## src/rtl/q_8_10_pkg.sv

```systemverilog
// Shared types and constants for the q_8_10 state machine and its transition monitor.
package q_8_10_pkg;

  localparam int st_width = 2;

  localparam logic [st_width-1:0] S_0 = 2'd0;
  localparam logic [st_width-1:0] S_1 = 2'd1;
  localparam logic [st_width-1:0] S_2 = 2'd2;
  localparam logic [st_width-1:0] S_3 = 2'd3;

  typedef enum logic [1:0] {
    M_INIT  = 2'd0,
    M_TRACK = 2'd1,
    M_FAULT = 2'd2
  } mon_st_t;

  // Bit [4*from+to] is set when the edge from->to is allowed.
  localparam logic [15:0] LEGAL_TRANS = 16'hDDE3;

  function automatic logic is_legal(input logic [st_width-1:0] from,
                                    input logic [st_width-1:0] to);
    return LEGAL_TRANS[{from, to}];
  endfunction

endpackage

```

## src/rtl/q_8_10_sat_cnt.sv

```systemverilog
// Saturating up-counter with clear, hold and load-one controls (priority in that order).
module q_8_10_sat_cnt #(
  parameter int W = 8
) (
  input  logic         clk,
  input  logic         rst_b,
  input  logic         clr,
  input  logic         hold,
  input  logic         load_one,
  input  logic         inc,
  output logic [W-1:0] q
);

  logic [W-1:0] q_next;

  always_comb begin
    q_next = q;
    if (clr)
      q_next = '0;
    else if (hold)
      q_next = q;
    else if (load_one)
      q_next = W'(1);
    else if (inc && (q != {W{1'b1}}))
      q_next = q + W'(1);
  end

  always_ff @(posedge clk or negedge rst_b) begin
    if (!rst_b)
      q <= '0;
    else
      q <= q_next;
  end

endmodule

```

## src/rtl/q_8_10_mon.sv

```systemverilog
// Transition monitor for q_8_10: checks edges, counts state entries, tracks dwell,
// and latches the first illegal transition.
module q_8_10_mon
  import q_8_10_pkg::*;
#(
  parameter int CNT_W   = 8,
  parameter int DWELL_W = 6
) (
  input  logic                  clk,
  input  logic                  rst_b,
  input  logic [st_width-1:0]   state,
  input  logic                  clr,
  output logic [4*CNT_W-1:0]    visit_cnt,
  output logic [DWELL_W-1:0]    dwell,
  output logic [DWELL_W-1:0]    max_dwell,
  output logic                  err,
  output logic [2*st_width-1:0] err_trans,
  output logic [1:0]            mon_st
);

  mon_st_t               mon_st_reg;
  logic [st_width-1:0]   prev_q;
  logic                  in_init, in_track, changed, illegal, enter;
  logic                  dwell_upd, dwell_inc, dwell_hold;
  logic [DWELL_W-1:0]    dwell_new;

  assign in_init  = (mon_st_reg == M_INIT);
  assign in_track = (mon_st_reg == M_TRACK);
  assign changed  = (state != prev_q);
  assign illegal  = in_track && changed && !is_legal(prev_q, state);
  // A new state is entered on the first sample or on any legal change.
  assign enter    = in_init || (in_track && changed && !illegal);

  assign dwell_inc  = in_track && !changed;
  assign dwell_upd  = in_init || (in_track && !illegal);
  assign dwell_hold = !dwell_upd;

  always_comb begin
    dwell_new = dwell;
    if (enter)
      dwell_new = DWELL_W'(1);
    else if (dwell_inc && (dwell != {DWELL_W{1'b1}}))
      dwell_new = dwell + DWELL_W'(1);
  end

  generate
    for (genvar gi = 0; gi < 4; gi++) begin : g_visit
      q_8_10_sat_cnt #(.W(CNT_W)) u_visit (
        .clk      (clk),
        .rst_b    (rst_b),
        .clr      (clr),
        .hold     (1'b0),
        .load_one (1'b0),
        .inc      (enter && (state == st_width'(gi))),
        .q        (visit_cnt[gi*CNT_W +: CNT_W])
      );
    end
  endgenerate

  q_8_10_sat_cnt #(.W(DWELL_W)) u_dwell (
    .clk      (clk),
    .rst_b    (rst_b),
    .clr      (clr),
    .hold     (dwell_hold),
    .load_one (enter),
    .inc      (dwell_inc),
    .q        (dwell)
  );

  always_ff @(posedge clk or negedge rst_b) begin
    if (!rst_b) begin
      mon_st_reg <= M_INIT;
      prev_q     <= S_0;
      err        <= 1'b0;
      err_trans  <= '0;
      max_dwell  <= '0;
    end else if (clr) begin
      mon_st_reg <= M_INIT;
      prev_q     <= S_0;
      err        <= 1'b0;
      err_trans  <= '0;
      max_dwell  <= '0;
    end else begin
      if (dwell_upd && (dwell_new > max_dwell))
        max_dwell <= dwell_new;
      case (mon_st_reg)
        M_INIT: begin
          prev_q     <= state;
          mon_st_reg <= M_TRACK;
        end
        M_TRACK: begin
          if (illegal) begin
            err        <= 1'b1;
            err_trans  <= {prev_q, state};
            mon_st_reg <= M_FAULT;
          end else begin
            prev_q <= state;
          end
        end
        M_FAULT: ;
        default: mon_st_reg <= M_INIT;
      endcase
    end
  end

  assign mon_st = mon_st_reg;

endmodule

```

## config.mk

```make
export PLATFORM = sky130hd
export DESIGN_NAME = q_8_10_mon
export DESIGN_NICKNAME = d
export VERILOG_FILES = /design/src/rtl/q_8_10_pkg.sv /design/src/rtl/q_8_10_sat_cnt.sv /design/src/rtl/q_8_10_mon.sv
export SDC_FILE = /design/constraint.sdc
export NUM_CORES = 1
export LEC_CHECK = 0
export ABC_CLOCK_PERIOD_IN_PS = 3100
export CAP_MARGIN = 20
export CORE_UTILIZATION = 35
export DETAILED_ROUTE_END_ITERATION = 6
export GPL_TIMING_DRIVEN = 0
export SYNTH_ARGS = -nofsm -noshare
export SYNTH_HDL_FRONTEND = slang
export SYNTH_SLANG_ARGS = --single-unit
```

## constraint.sdc

```tcl
create_clock -name clk -period 3.1 [get_ports clk]
set_clock_uncertainty 0.1 [all_clocks]
set_input_delay 0.62 -clock clk [delete_from_list [all_inputs] [get_ports clk]]
set_output_delay 0.62 -clock clk [all_outputs]
set_load 0.02 [all_outputs]
```

==> impl_results.html <==
<table>
<tr><th>Metric</th><th>Value</th></tr>
<tr><th colspan="2">Clocking</th></tr>
<tr><td>Longest Clk Path Bufs</td><td>2</td></tr>
<tr><td>Cts hold-fix bufs</td><td>0</td></tr>
<tr><td>Clock-pin slew on the worst setup and hold paths</td><td>0.10 ns</td></tr>
<tr><td>H-tree depth</td><td>2</td></tr>
<tr><td>Number of clock sinks seen by CTS</td><td>53</td></tr>
<tr><td>Root Buffer Master</td><td>clkbuf_8</td></tr>
<tr><td>Total clock buffers created by CTS</td><td>5</td></tr>
<tr><td>TritonCTS clock tree</td><td>done</td></tr>
<tr><td>Clock latency reported for the late side of the worst-skew pair</td><td>0.30 ns</td></tr>
<tr><th colspan="2">Place</th></tr>
<tr><td>Half-perimeter wire length of the detailed placement result</td><td>4.97 mm</td></tr>
<tr><td>Dpl cells</td><td>475</td></tr>
<tr><td>Post-DP Area</td><td>3670 um^2</td></tr>
<tr><td>Final weighted congestion of routability-driven global placement</td><td>0.780</td></tr>
<tr><td>Port Buffers</td><td>53</td></tr>
<tr><th colspan="2">Finish</th></tr>
<tr><td>Area Overhead vs Synth</td><td>32.1%</td></tr>
<tr><td>Register bank with the most flops</td><td>g_visit.u_visit.q</td></tr>
<tr><td>Non-filler cells in the finished layout</td><td>491</td></tr>
<tr><td>Final standard cell area without fillers</td><td>3960 um^2</td></tr>
<tr><td>Flip-flop count of the largest register after layout</td><td>32</td></tr>
<tr><td>Inserted Diodes</td><td>0</td></tr>
<tr><td>Fraction of layout instances using a drive strength above 1</td><td>13.0%</td></tr>
<tr><td>Registers with the most flip-flops</td><td>g_visit.u_visit.q x32, max_dwell x6, u_dwell.q x6</td></tr>
<tr><td>Final net count</td><td>401</td></tr>
<tr><th colspan="2">Logic synthesis</th></tr>
<tr><td>Area leader, netlist</td><td>dfrtp_1</td></tr>
<tr><td>Post-synth net total</td><td>332</td></tr>
<tr><td>Most area-consuming cells after synthesis</td><td>dfrtp_1, nor2_1, xor2_1</td></tr>
<tr><td>Library cell with the highest instance count after synthesis</td><td>dfrtp_1</td></tr>
<tr><td>Count of different cell masters after synthesis</td><td>49</td></tr>
<tr><td>Post-synth design cell area</td><td>3000 um^2</td></tr>
<tr><td>Count of flip-flops with a built-in enable after synthesis</td><td>0</td></tr>
<tr><td>Most used flip-flop cell after synthesis</td><td>dfrtp_1</td></tr>
<tr><td>Seq/Total Area, Yosys</td><td>44.2%</td></tr>
<tr><td>Number of storage elements in the synthesis netlist</td><td>53</td></tr>
<tr><td>Async set-reset flop share out of synthesis</td><td>100%</td></tr>
<tr><td>Synthesized area divided by synthesized cell count</td><td>9.49 um^2</td></tr>
<tr><td>Post-synth top area share</td><td>44.2%</td></tr>
<tr><td>Post-synthesis cell count</td><td>316</td></tr>
<tr><td>Leading post-synthesis cells by instance count</td><td>dfrtp_1, nor2_1, nand2_1</td></tr>
<tr><td>Ys Warns</td><td>0</td></tr>
<tr><th colspan="2">Setup path</th></tr>
<tr><td>Worst-case reg-to-reg path depth</td><td>12</td></tr>
<tr><td>CP Data Arrival Time</td><td>3.14 ns</td></tr>
<tr><td>Startpoint Class</td><td>flip-flop</td></tr>
<tr><td>Maximum fanout along the worst path</td><td>5</td></tr>
<tr><td>Reg-to-reg startpoint</td><td>u_dwell.q[0]</td></tr>
<tr><td>Flop-to-flop setup slack</td><td>0.08 ns</td></tr>
<tr><td>Reg-to-reg endpoint</td><td>max_dwell[3]</td></tr>
<tr><td>CP required</td><td>3.22 ns</td></tr>
<tr><td>Critical path capture point type</td><td>flip-flop</td></tr>
<tr><td>Kind of critical path</td><td>reg -&gt; reg</td></tr>
<tr><th colspan="2">Global routing</th></tr>
<tr><td>All-Layer GR Usage</td><td>16.2%</td></tr>
<tr><td>Number of global-route vias before repair</td><td>2268</td></tr>
<tr><td>GR Overflow Total</td><td>0</td></tr>
<tr><td>Maximum number of pins on one net before global-route repair</td><td>39</td></tr>
<tr><td>First-pass GRT wire length</td><td>11.4 mm</td></tr>
<tr><td>Initial antenna violation count</td><td>0</td></tr>
<tr><th colspan="2">Outcome</th></tr>
<tr><td>Status</td><td>complete, no violations</td></tr>
<tr><th colspan="2">Timing</th></tr>
<tr><td>Setup repair after global routing missed its margin</td><td>true</td></tr>
<tr><td>Worst slew margin relative to its limit</td><td>54.0%</td></tr>
<tr><td>Slew of the pin with the lowest slew margin</td><td>0.688 ns</td></tr>
<tr><td>Count of endpoints failing hold in the final timing report</td><td>0</td></tr>
<tr><td>Worst hold-check slack</td><td>0.133 ns</td></tr>
<tr><td>Share of the cycle needed by the critical path after routing</td><td>97.5%</td></tr>
<tr><td>Final-layout setup total negative slack</td><td>0 ns</td></tr>
<tr><td>Final critical-path required period</td><td>3.02 ns</td></tr>
<tr><td>Final count of pins violating max slew</td><td>0</td></tr>
<tr><td>Peak clock frequency supported by timing</td><td>331 MHz</td></tr>
<tr><td>Endpoints failing setup</td><td>0</td></tr>
<tr><th colspan="2">Power</th></tr>
<tr><td>Post-route total power</td><td>1.52 mW</td></tr>
<tr><td>Max VDD drop</td><td>0.273 mV</td></tr>
<tr><td>Total leakage power</td><td>1.64 nW</td></tr>
<tr><td>Pwr Density</td><td>384 nW/um^2</td></tr>
<tr><th colspan="2">Floorplan</th></tr>
<tr><td>Initial Utilization</td><td>36.3%</td></tr>
<tr><td>Boundary Pins</td><td>56</td></tr>
<tr><td>Die Ht</td><td>94.6 um</td></tr>
<tr><td>Row cnt</td><td>33</td></tr>
<tr><td>Area enclosed by the die boundary</td><td>8940 um^2</td></tr>
<tr><td>Area of the core</td><td>8260 um^2</td></tr>
<tr><td>DIE WIDTH</td><td>94.6 um</td></tr>
<tr><th colspan="2">Drt</th></tr>
<tr><td>Number of DRC markers in iteration 0</td><td>123</td></tr>
<tr><td>Count of nets left with antenna violations after detail routing</td><td>0</td></tr>
<tr><td>DRC violations left</td><td>0</td></tr>
<tr><td>Routed WL per cell</td><td>14.1 um</td></tr>
<tr><td>Drt first pass iters</td><td>4</td></tr>
<tr><td>Routed wire length</td><td>6.94 mm</td></tr>
<tr><td>Number of vias after detailed routing</td><td>2532</td></tr>
<tr><td>Per-cell via count in the routed design</td><td>5.16</td></tr>
<tr><th colspan="2">Flow run</th></tr>
<tr><td>Total of max-cap violations</td><td>0</td></tr>
<tr><th colspan="2">Hold path</th></tr>
<tr><td>Type of the tightest min-delay check</td><td>in -&gt; async</td></tr>
</table>
kinds of logic (layout without fill, tap and decap cells):
family	after synthesis	count (layout)	share of synthesized area, %
AO/OA/AOI/OAI	40	40	10.5
flip-flops	53	53	44.2
multiplexers	5	5	1.67
buffers and inverters	29	99	4.55
XOR/XNOR	31	31	9.31
AND/OR/NAND/NOR	147	147	25.1
adder cells (fa/ha/maj)	11	11	4.59
metrics by stage:
stage	utilization (%)	setup slack (ns)
after CTS	46.0	0.0163
after global placement	44.3	-0.378
final	48.0	0.0778
after floorplan	-	0.162
after detailed placement	44.5	-0.208
after global routing	48.0	-0.0829
where the power goes:
group	internal [mW]	switching (mW)	leakage [nW]
clock	0.157	0.221	0.0450
combinational	0.169	0.232	0.866
sequential	0.717	0.0267	0.730
total	1.04	0.480	1.64
critical path, cell delays in order, from the launching register on:
cell and delay (ns):
dfrtp_1 0.44, ha_2 0.22, inv_1 0.06, or3_4 0.41, nand2_1 0.15, mux2i_4 0.30, nor2_1 0.06, ha_1 0.29
nand2b_1 0.07, a21oi_2 0.18, o32ai_2 0.10, or4_1 0.43, o32ai_2 0.12
worst max path at each step:
| stage | startpoint | depth (start not counted) | endpoint | slack, ns |
|---|---|---|---|---|
| finish | u_dwell.q[0] | 12 | max_dwell[3] | 0.08 |
| global route | u_dwell.q[0] | 12 | max_dwell[3] | -0.08 |
| CTS | u_dwell.q[0] | 12 | max_dwell[3] | 0.02 |
| detailed placement | state[1] | 12 | max_dwell[0] | -0.21 |
| global placement | rst_b | 1 | g_visit[2].u_visit.q[4] | -0.38 |
| floorplan | state[1] | 13 | max_dwell[3] | 0.16 |
layout by cell type, fill, tap and decap left out, types with 2 or more instances in the layout:
master,count
xnor2_2,2
nand2b_1,3
and4_1,4
buf_6,5
ha_1,10
nor2_1,46
nand4b_1,2
o32ai_2,5
and3_1,9
dfrtp_1,53
o21ai_0,3
nor4b_2,3
mux2i_1,3
buf_4,10
and2_1,4
clkbuf_1,7
nand3_1,21
nand2_1,27
a31oi_1,2
nor3_1,2
nor2b_1,3
xnor2_1,8
clkinv_2,2
a21oi_1,13
inv_1,15
clkdlybuf4s50_1,52
buf_2,2
a2111oi_4,2
clkbuf_8,5
xor2_1,19
a211o_1,2
nand3_2,2
nand4_1,11
timing repair:
item / CTS / global route
endpoints found under the setup margin: 6 / 6
resized for setup: 7 / 23
setup buffers: 1 / 7
pin swaps: 2 / 4
layer usage:
| metal | global-route usage (%) | share of wire [%] |
|---|---|---|
| met2 | 24.7 | 46 |
| met3 | 3.62 | 3.7 |
| met1 | 23.2 | 49 |
| met4 | 4.42 | 1.0 |
| met5 | 0 | 0 |
cell type report:
cell class,instances,area [um^2]
clock inverters,2,10.0
inverters,15,56.3
flip-flops and latches,53,1330
well taps,105,131
fillers,806,4300
repair buffers,62,606
multi-input cells,234,1660
plain buffers,14,98.8
clock buffers,6,72.6
Power figures use the tool's default switching activity.
